**config.mk**
```make
export PLATFORM = sky130hd
export DESIGN_NAME = uart_tx
export DESIGN_NICKNAME = d
export VERILOG_FILES = /design/src/rtl/uart_tx.sv
export SDC_FILE = /design/constraint.sdc
export NUM_CORES = 1
export LEC_CHECK = 0
export BUFFER_PORTS_ARGS = -buffer_cell sky130_fd_sc_hd__buf_2
export CORE_UTILIZATION = 45
export CTS_BUF_LIST = sky130_fd_sc_hd__clkbuf_4
export DETAILED_ROUTE_END_ITERATION = 16
export GPL_TIMING_DRIVEN = 0
export SLEW_MARGIN = 20
export SYNTH_ARGS = -nofsm -noshare
export SYNTH_HDL_FRONTEND = slang
export SYNTH_SLANG_ARGS = --single-unit
```
**constraint.sdc**
```tcl
create_clock -name clk -period 2.35 [get_ports clk]
set_input_delay 0.1175 -clock clk [delete_from_list [all_inputs] [get_ports clk]]
set_output_delay 0.1175 -clock clk [all_outputs]
set_load 0.01 [all_outputs]
```
**src/rtl/uart_tx.sv**
```systemverilog
// uart_tx -- serial transmitter: start bit, 8 data bits LSB first, optional
// parity bit, one stop bit. Each bit is held for P clocks (P = prescale,
// with 0 treated as 1). Frame parameters are captured when a request is
// accepted in IDLE; requests made while a frame is in progress are dropped.
//
// Ports:
//   clk        in   system/UART clock, rising edge
//   rst        in   synchronous active-high reset
//   p_data     in   [7:0] byte to send, sampled on acceptance
//   data_valid in   single-cycle send request
//   par_en     in   1 = append parity bit, sampled on acceptance
//   par_typ    in   0 = even, 1 = odd parity, sampled on acceptance
//   prescale   in   [5:0] clocks per bit, sampled on acceptance
//   tx_out     out  registered serial line, idle high
//   busy       out  registered, high for the whole frame
module uart_tx (
  input  logic       clk,
  input  logic       rst,
  input  logic [7:0] p_data,
  input  logic       data_valid,
  input  logic       par_en,
  input  logic       par_typ,
  input  logic [5:0] prescale,
  output logic       tx_out,
  output logic       busy
);

  typedef enum logic [2:0] {
    IDLE,
    START,
    DATA,
    PARITY,
    STOP
  } state_t;

  state_t      state, state_n;
  logic [5:0]  cnt, cnt_n;
  logic [2:0]  idx, idx_n;
  logic [2:0]  idx_inc;
  logic        tx_n, busy_n;
  logic        accept;
  logic        bit_end;
  logic        par_bit;

  logic [7:0]  data_lat;
  logic        pe_lat;
  logic        pt_lat;
  logic [5:0]  p_lat;

  assign accept  = (state == IDLE) && data_valid;
  assign bit_end = (cnt == (p_lat - 6'd1));
  assign idx_inc = idx + 3'd1;
  assign par_bit = (^data_lat) ^ pt_lat;

  always_ff @(posedge clk) begin
    if (rst) begin
      state    <= IDLE;
      tx_out   <= 1'b1;
      busy     <= 1'b0;
      cnt      <= '0;
      idx      <= '0;
      data_lat <= '0;
      pe_lat   <= 1'b0;
      pt_lat   <= 1'b0;
      p_lat    <= '0;
    end else begin
      state  <= state_n;
      tx_out <= tx_n;
      busy   <= busy_n;
      cnt    <= cnt_n;
      idx    <= idx_n;
      if (accept) begin
        data_lat <= p_data;
        pe_lat   <= par_en;
        pt_lat   <= par_typ;
        p_lat    <= (prescale == 6'd0) ? 6'd1 : prescale;
      end
    end
  end

  // tx_out/busy are registered, so each branch computes the line value for
  // the state being entered on this edge, not the current one.
  always_comb begin
    state_n = state;
    cnt_n   = cnt + 6'd1;
    idx_n   = idx;
    tx_n    = 1'b1;
    busy_n  = 1'b1;
    unique case (state)
      IDLE: begin
        cnt_n  = '0;
        idx_n  = '0;
        busy_n = 1'b0;
        if (data_valid) begin
          state_n = START;
          tx_n    = 1'b0;
          busy_n  = 1'b1;
        end
      end
      START: begin
        tx_n = 1'b0;
        if (bit_end) begin
          state_n = DATA;
          cnt_n   = '0;
          idx_n   = '0;
          tx_n    = data_lat[0];
        end
      end
      DATA: begin
        tx_n = data_lat[idx];
        if (bit_end) begin
          cnt_n = '0;
          if (idx == 3'd7) begin
            idx_n = '0;
            if (pe_lat) begin
              state_n = PARITY;
              tx_n    = par_bit;
            end else begin
              state_n = STOP;
              tx_n    = 1'b1;
            end
          end else begin
            idx_n = idx_inc;
            tx_n  = data_lat[idx_inc];
          end
        end
      end
      PARITY: begin
        tx_n = par_bit;
        if (bit_end) begin
          state_n = STOP;
          cnt_n   = '0;
          tx_n    = 1'b1;
        end
      end
      STOP: begin
        tx_n = 1'b1;
        if (bit_end) begin
          state_n = IDLE;
          cnt_n   = '0;
          busy_n  = 1'b0;
        end
      end
      default: begin
        state_n = IDLE;
        cnt_n   = '0;
        idx_n   = '0;
        busy_n  = 1'b0;
      end
    endcase
  end

endmodule

```
### Word-level counts from Yosys, hierarchy flattened

Index checks and enable logic that the tools add are counted.

| storage, ports and cells | value |
|---|---|
| bits in registers | 30 |
| bits in latches | 0 |
| RAM bits | 0 |
| ROM bits | 0 |
| input port bits | 19 |
| word-level logic and storage cells | 65 |
| memories | 0 |

| cells by class | value |
|---|---|
| add/sub/neg operators | 3 |
| $mul | 0 |
| div/mod/pow operators | 0 |
| $lt $le $gt $ge | 2 |
| eq/ne operators | 12 |
| shift-type cells | 0 |
| mux-type cells | 26 |
| bitwise logic cells | 3 |
| reduce and logical (&&, ||, !) cells | 10 |

Operator list:

| operator | count |
|---|---|
| $mux W3 | 9 |
| $pmux W3 S5 | 1 |
| $ne A2 B2 Y1 const B | 6 |
| $mux W1 | 10 |
| $pmux W3 S3 | 1 |
| $lt A3 B4 Y1 const B | 2 |
| $reduce_xor A8 Y1 | 1 |
| $add A6 B1 Y6 const B | 1 |
| $bmux W1 S3 | 2 |
| $eq A3 B2 Y1 const B | 2 |
| $eq A3 B3 Y1 const B | 2 |
| $eq A6 B6 Y1 | 1 |
| $logic_not A6 Y1 | 1 |
| $mux W6 | 1 |
| $reduce_and A6 Y1 | 1 |
| $reduce_or A3 Y1 | 2 |
| $sub A6 B1 Y6 const B | 1 |
| $pmux W1 S4 | 1 |
| $reduce_or A4 Y1 | 1 |
| $add A3 B1 Y3 const B | 1 |
| $eq A3 B1 Y1 const B | 1 |
| $logic_not A3 Y1 | 1 |
| $pmux W1 S3 | 1 |
| $reduce_and A3 Y1 | 1 |
| 4 further kinds | 5 |

### Depth between registers and ports, before layout

| depth | value |
|---|---|
| depth in word-level cells | 6 |
| gate-level depth with buffers | 9 |
| depth with buffers taken out | 8 |

### Worst setup path before layout

Ideal clock, no wire load.

| timing path | value |
|---|---|
| kind | register to register |
| from | register p_lat[0] |
| to | register idx[2] |
| arrival | 1.775 ns |
| data required time | 2.234 ns |
| slack | 0.460 ns |
| stages on the path, launching flop included | 8 |
| buffers on the path | 1 |
| cells stage by stage | dfxtp_1 or4_1 a31oi_1 o31ai_1 a221oi_4 buf_6 a21oi_1 a31o_1 |

| on the way | value |
|---|---|
| longest elaborated chain between the ends | 4 |
| elaborated cells on any way between the ends | 5 |
| classes of those cells | 1 x add/sub; 3 x eq/ne; 1 x reduce/logical |

RTL lines:

| item | RTL line | RTL |
|---|---|---|
| start: declaration | 48 | `logic [5:0] p_lat;` |
| start signal: assignment | 76 | `p_lat <= (prescale == 6'd0) ? 6'd1 : prescale;` |
| $sub A6 B1 Y6 * | 51 | `assign bit_end = (cnt == (p_lat - 6'd1));` |
| $eq A6 B6 Y1 * | 51 |  |
| $ne A2 B2 Y1 (no line) | -- |  |
| $reduce_and A3 Y1 (no line) * | -- |  |
| end signal: assignment | 71 | `idx <= idx_n;` |
| end: declaration | 38 | `logic [2:0] idx, idx_n;` |

Every way passes the cells marked *; elsewhere a longest branch is shown, timed or not.
A chain may end at the register's enable or synchronous reset.

### Worst setup path in the final report

| timing path | value |
|---|---|
| from | register cnt[3] |
| to | register cnt[5] |

| on the way | value |
|---|---|
| longest elaborated chain between the ends | 2 |
| elaborated cells on any way between the ends | 3 |
| classes of those cells | 1 x add/sub; 1 x eq/ne; 1 x reduce/logical |

RTL lines:

| item | RTL line | RTL |
|---|---|---|
| start: declaration | 37 | `logic [5:0] cnt, cnt_n;` |
| start signal: assignment | 70 | `cnt <= cnt_n;` |
| branches (longest 2 deep; another with $add A6 B1 Y6) | -- |  |

Parallel ways; which one is timed is not known.

==> results.yml <==
status:
  status: "finished clean"
drt:
  post-route-drc-count: 0
  first_pass_iters: 5
  wirelength_um: 3469
  via_per_inst: 5.473
  first_iter_violations: 78
  vias: 1445
  wl_per_cell_um: 13.14
  ant_nets: 0
cts:
  clock-sinks: 30
  cts_tree: "built"
  cts_root_buffer: "clkbuf_4"
  ctsHoldBuffers: 0
  cts.path.max_buffers: 2
  insertion_delay_ps: 330
  cts_htree_levels: 2
  postCtsSetupBuffers: 0
  clk_pin_slew_worst_paths_ps: 100
  post_cts_resized: 0
  cts_made_buffers: 5
hold_path:
  hold-path-endpoint: "pe_lat"
  min_from: "par_en"
  min_path_cells: 3
  hold_path_class: "in -> reg"
setup_path:
  reg2reg_to: "cnt[5]"
  worstPathCellList: "clkbuf_1 > or4_1 > a31oi_1 > o31ai_1 > a221oi_4 > buf_6 > nand2b_2 > nor2_1"
  cp_slowest_cell: "or4_1"
  worstSetupPathType: "reg -> reg"
  arrival_ps: 2330
  crit_path_max_fanout: 10
  worstRegToRegCells: 8
  worstReg2RegStart: "cnt[3]"
  worstSetupEndpointType: "flop"
  r2r_setup_slack_ps: 240
  setup.worst_path.start_class: "flop"
  cp.required_ps: 2580
  max_stage_delay_ps: 420
pwr:
  seqPwrFrac: 0.536
  p_comb_frac: 0.173
  power_switching_w: 0.0003023
  static-leakage-power_nw: 0.7311
  p_clk_frac: 0.291
  vdd_drop_max_uv: 290.8
  switching_share: 0.2899
  power_density_nw_per_um2: 560.0
  p_int_w: 0.0007403
synth:
  yosysSeqAreaShare: 0.3639
  synth_top_family_by_area: "simple AND/OR/NAND/NOR gates"
  synth_edf_count: 0
  yosys.area_share.xor_xnor: 0.1039
  synth_simple_gate_area_share: 0.2168
  ys_types: 44
  synth_top_area_frac: 0.3639
  yosys_warnings: 0
  ys.flop_type: "dfxtp_1"
  syn_area_per_cell_um2: 8.686
  netlist_top_cells_area: "dfxtp_1, nand2_1, mux4_2"
  yosys_register_bits: 30
  postSynthCellCount: 190
  synth_compound_area_frac: 0.1812
  yosysMostFrequentCell: "nand2_1"
  synth_common_cells: "nand2_1, dfxtp_1, a21oi_1, nor2_1, clkbuf_1"
  syn_nets: 213
  synthAdderAreaFrac: 0.03033
  async_flop_share: 0
  syn-cell-area_um2: 1650
  synth_largest_area_cell: "dfxtp_1"
  synth.area.mux_share: 0.06748
placed_design:
  place_hpwl_um: 2546
  routabilityCongestion: 0.8262
  io_buffers: 20
timing:
  setup_tns_ps: 0
  drv_slew: 0
  period_share: 0.8958
  setup_viol: 0
  worst_slew_pin_slew_ps: 894.0
  finalClockSkew_ps: 6.411
  slew_headroom: 0.4024
  fin_crit_ps: 2105
  max_freq_mhz: 475.0
  rsz0062_at_grt: "no"
  finalHoldViolCount: 0
floorplan:
  num_rows: 21
  ios: 21
  core_area_um2: 3416
  die-width_um: 62.56
  start_util: 0.4832
  die-area_um2: 3914
  dieHeight_um: 62.56
global_route:
  grt_max_degree: 11
  grt_pass1_vias: 1330
  antenna_found_initial: 0
  grt_util_all_layers: 0.1961
  grt_pass1_wl_um: 6065
  grt_overflow: 0
finish:
  diodes: 0
  fill_cells: 344
  drive_gt1_frac: 0.1789
  area_growth_pct: 12.81
  final_util: 0.5451
  fin_nets: 240
run:
  maxCapViolCount: 0
[how the worst max path moves through the flow]
| stage | start | endpoint | cells after the start |
|---|---|---|---|
| finish | cnt[3] | cnt[5] | 8 |
| global route | cnt[3] | state[2] | 8 |
| CTS | cnt[3] | cnt[5] | 8 |
| detailed placement | cnt[3] | cnt[3] | 8 |
| global placement | cnt[3] | cnt[5] | 8 |
| floorplan | p_lat[0] | idx[2] | 7 |
[routing by layer]
layer / global-route usage / wire length [um]
met5: 0 / 0
met1: 0.2720 / 1761
met4: 0.06105 / 53
met3: 0.05109 / 199
met2: 0.2962 / 1456
[cell families after synthesis]
logic type               after synthesis
AND/OR/NAND/NOR                       76
adder cells (fa/ha/maj)                4
buffers and inverters                 14
flip-flops                            30
multiplexers                           6
AO/OA/AOI/OAI                         42
XOR/XNOR                              18
[registers in the layout, indices dropped and copies added (netlist names)]
register  cells
data_lat      8
cnt           6
p_lat         6
idx           3
state         3
busy          1
pe_lat        1
pt_lat        1
tx_out        1
[layout by cell type, fill, tap and decap left out, drive strengths merged, types with 2 or more instances in the layout]
cell	instances
a2111oi	2
nor2b	4
o21ai	5
nor3	6
dfxtp	30
or4	2
o31ai	2
nand2b	3
nand3b	2
nor2	14
a311oi	2
ha	4
nand2	35
or2	2
clkbuf	16
nand3	3
inv	3
clkinv	2
mux4	4
o22ai	2
xnor2	8
a32o	2
buf	21
a21oi	17
xor2	9
and3	2
[final cells by class]
| type | instances | area [um2] | area share |
|---|---|---|---|
| Multi-Input combinational cell | 146 | 989.7 | 0.5316 |
| Sequential cell | 30 | 600.6 | 0.3226 |
| Timing Repair Buffer | 20 | 100.1 | 0.05376 |
| Tap cell | 46 | 57.56 | 0.03091 |
| Buffer | 11 | 48.80 | 0.02621 |
| Clock buffer | 6 | 45.04 | 0.02419 |
| Inverter | 3 | 11.26 | 0.006048 |
| Clock inverter | 2 | 8.758 | 0.004704 |
[worst max-delay path: cells and delay by family, from the launching register on]
family	cells	cell delay, ps
AO/OA/AOI/OAI	3	650
buffers and inverters	2	380
flip-flops	1	310
AND/OR/NAND/NOR	3	660
[per-stage QoR]
step           instances  hold WS (ps)  setup slack (ps)  instance area (um2)  total power (W)
4_1_cts              264         3.533             242.7                 1862         0.001051
6_report             264         14.75             244.9                 1862         0.001043
2_1_floorplan        190         253.5             459.6                 1650        0.0006974
3_5_place_dp         256         363.7             271.0                 1808        0.0007503
3_3_place_gp         256         356.6             288.7                 1808        0.0007457
5_1_grt              264         9.020             63.99                 1862         0.001106
[power by group through the flow]
| stage | combinational, W | sequential, W | clock, W |
|---|---|---|---|
| 4_1_cts | 0.000181 | 0.000559 | 0.000312 |
| 5_1_grt | 0.000200 | 0.000563 | 0.000343 |
| 2_1_floorplan | 0.000133 | 0.000564 | 0 |
| 3_3_place_gp | 0.000176 | 0.000569 | 0 |
| 3_5_place_dp | 0.000180 | 0.000570 | 0 |
| 6_report | 0.000180 | 0.000559 | 0.000303 |
No activity file was read; power rests on OpenSTA's default activity.
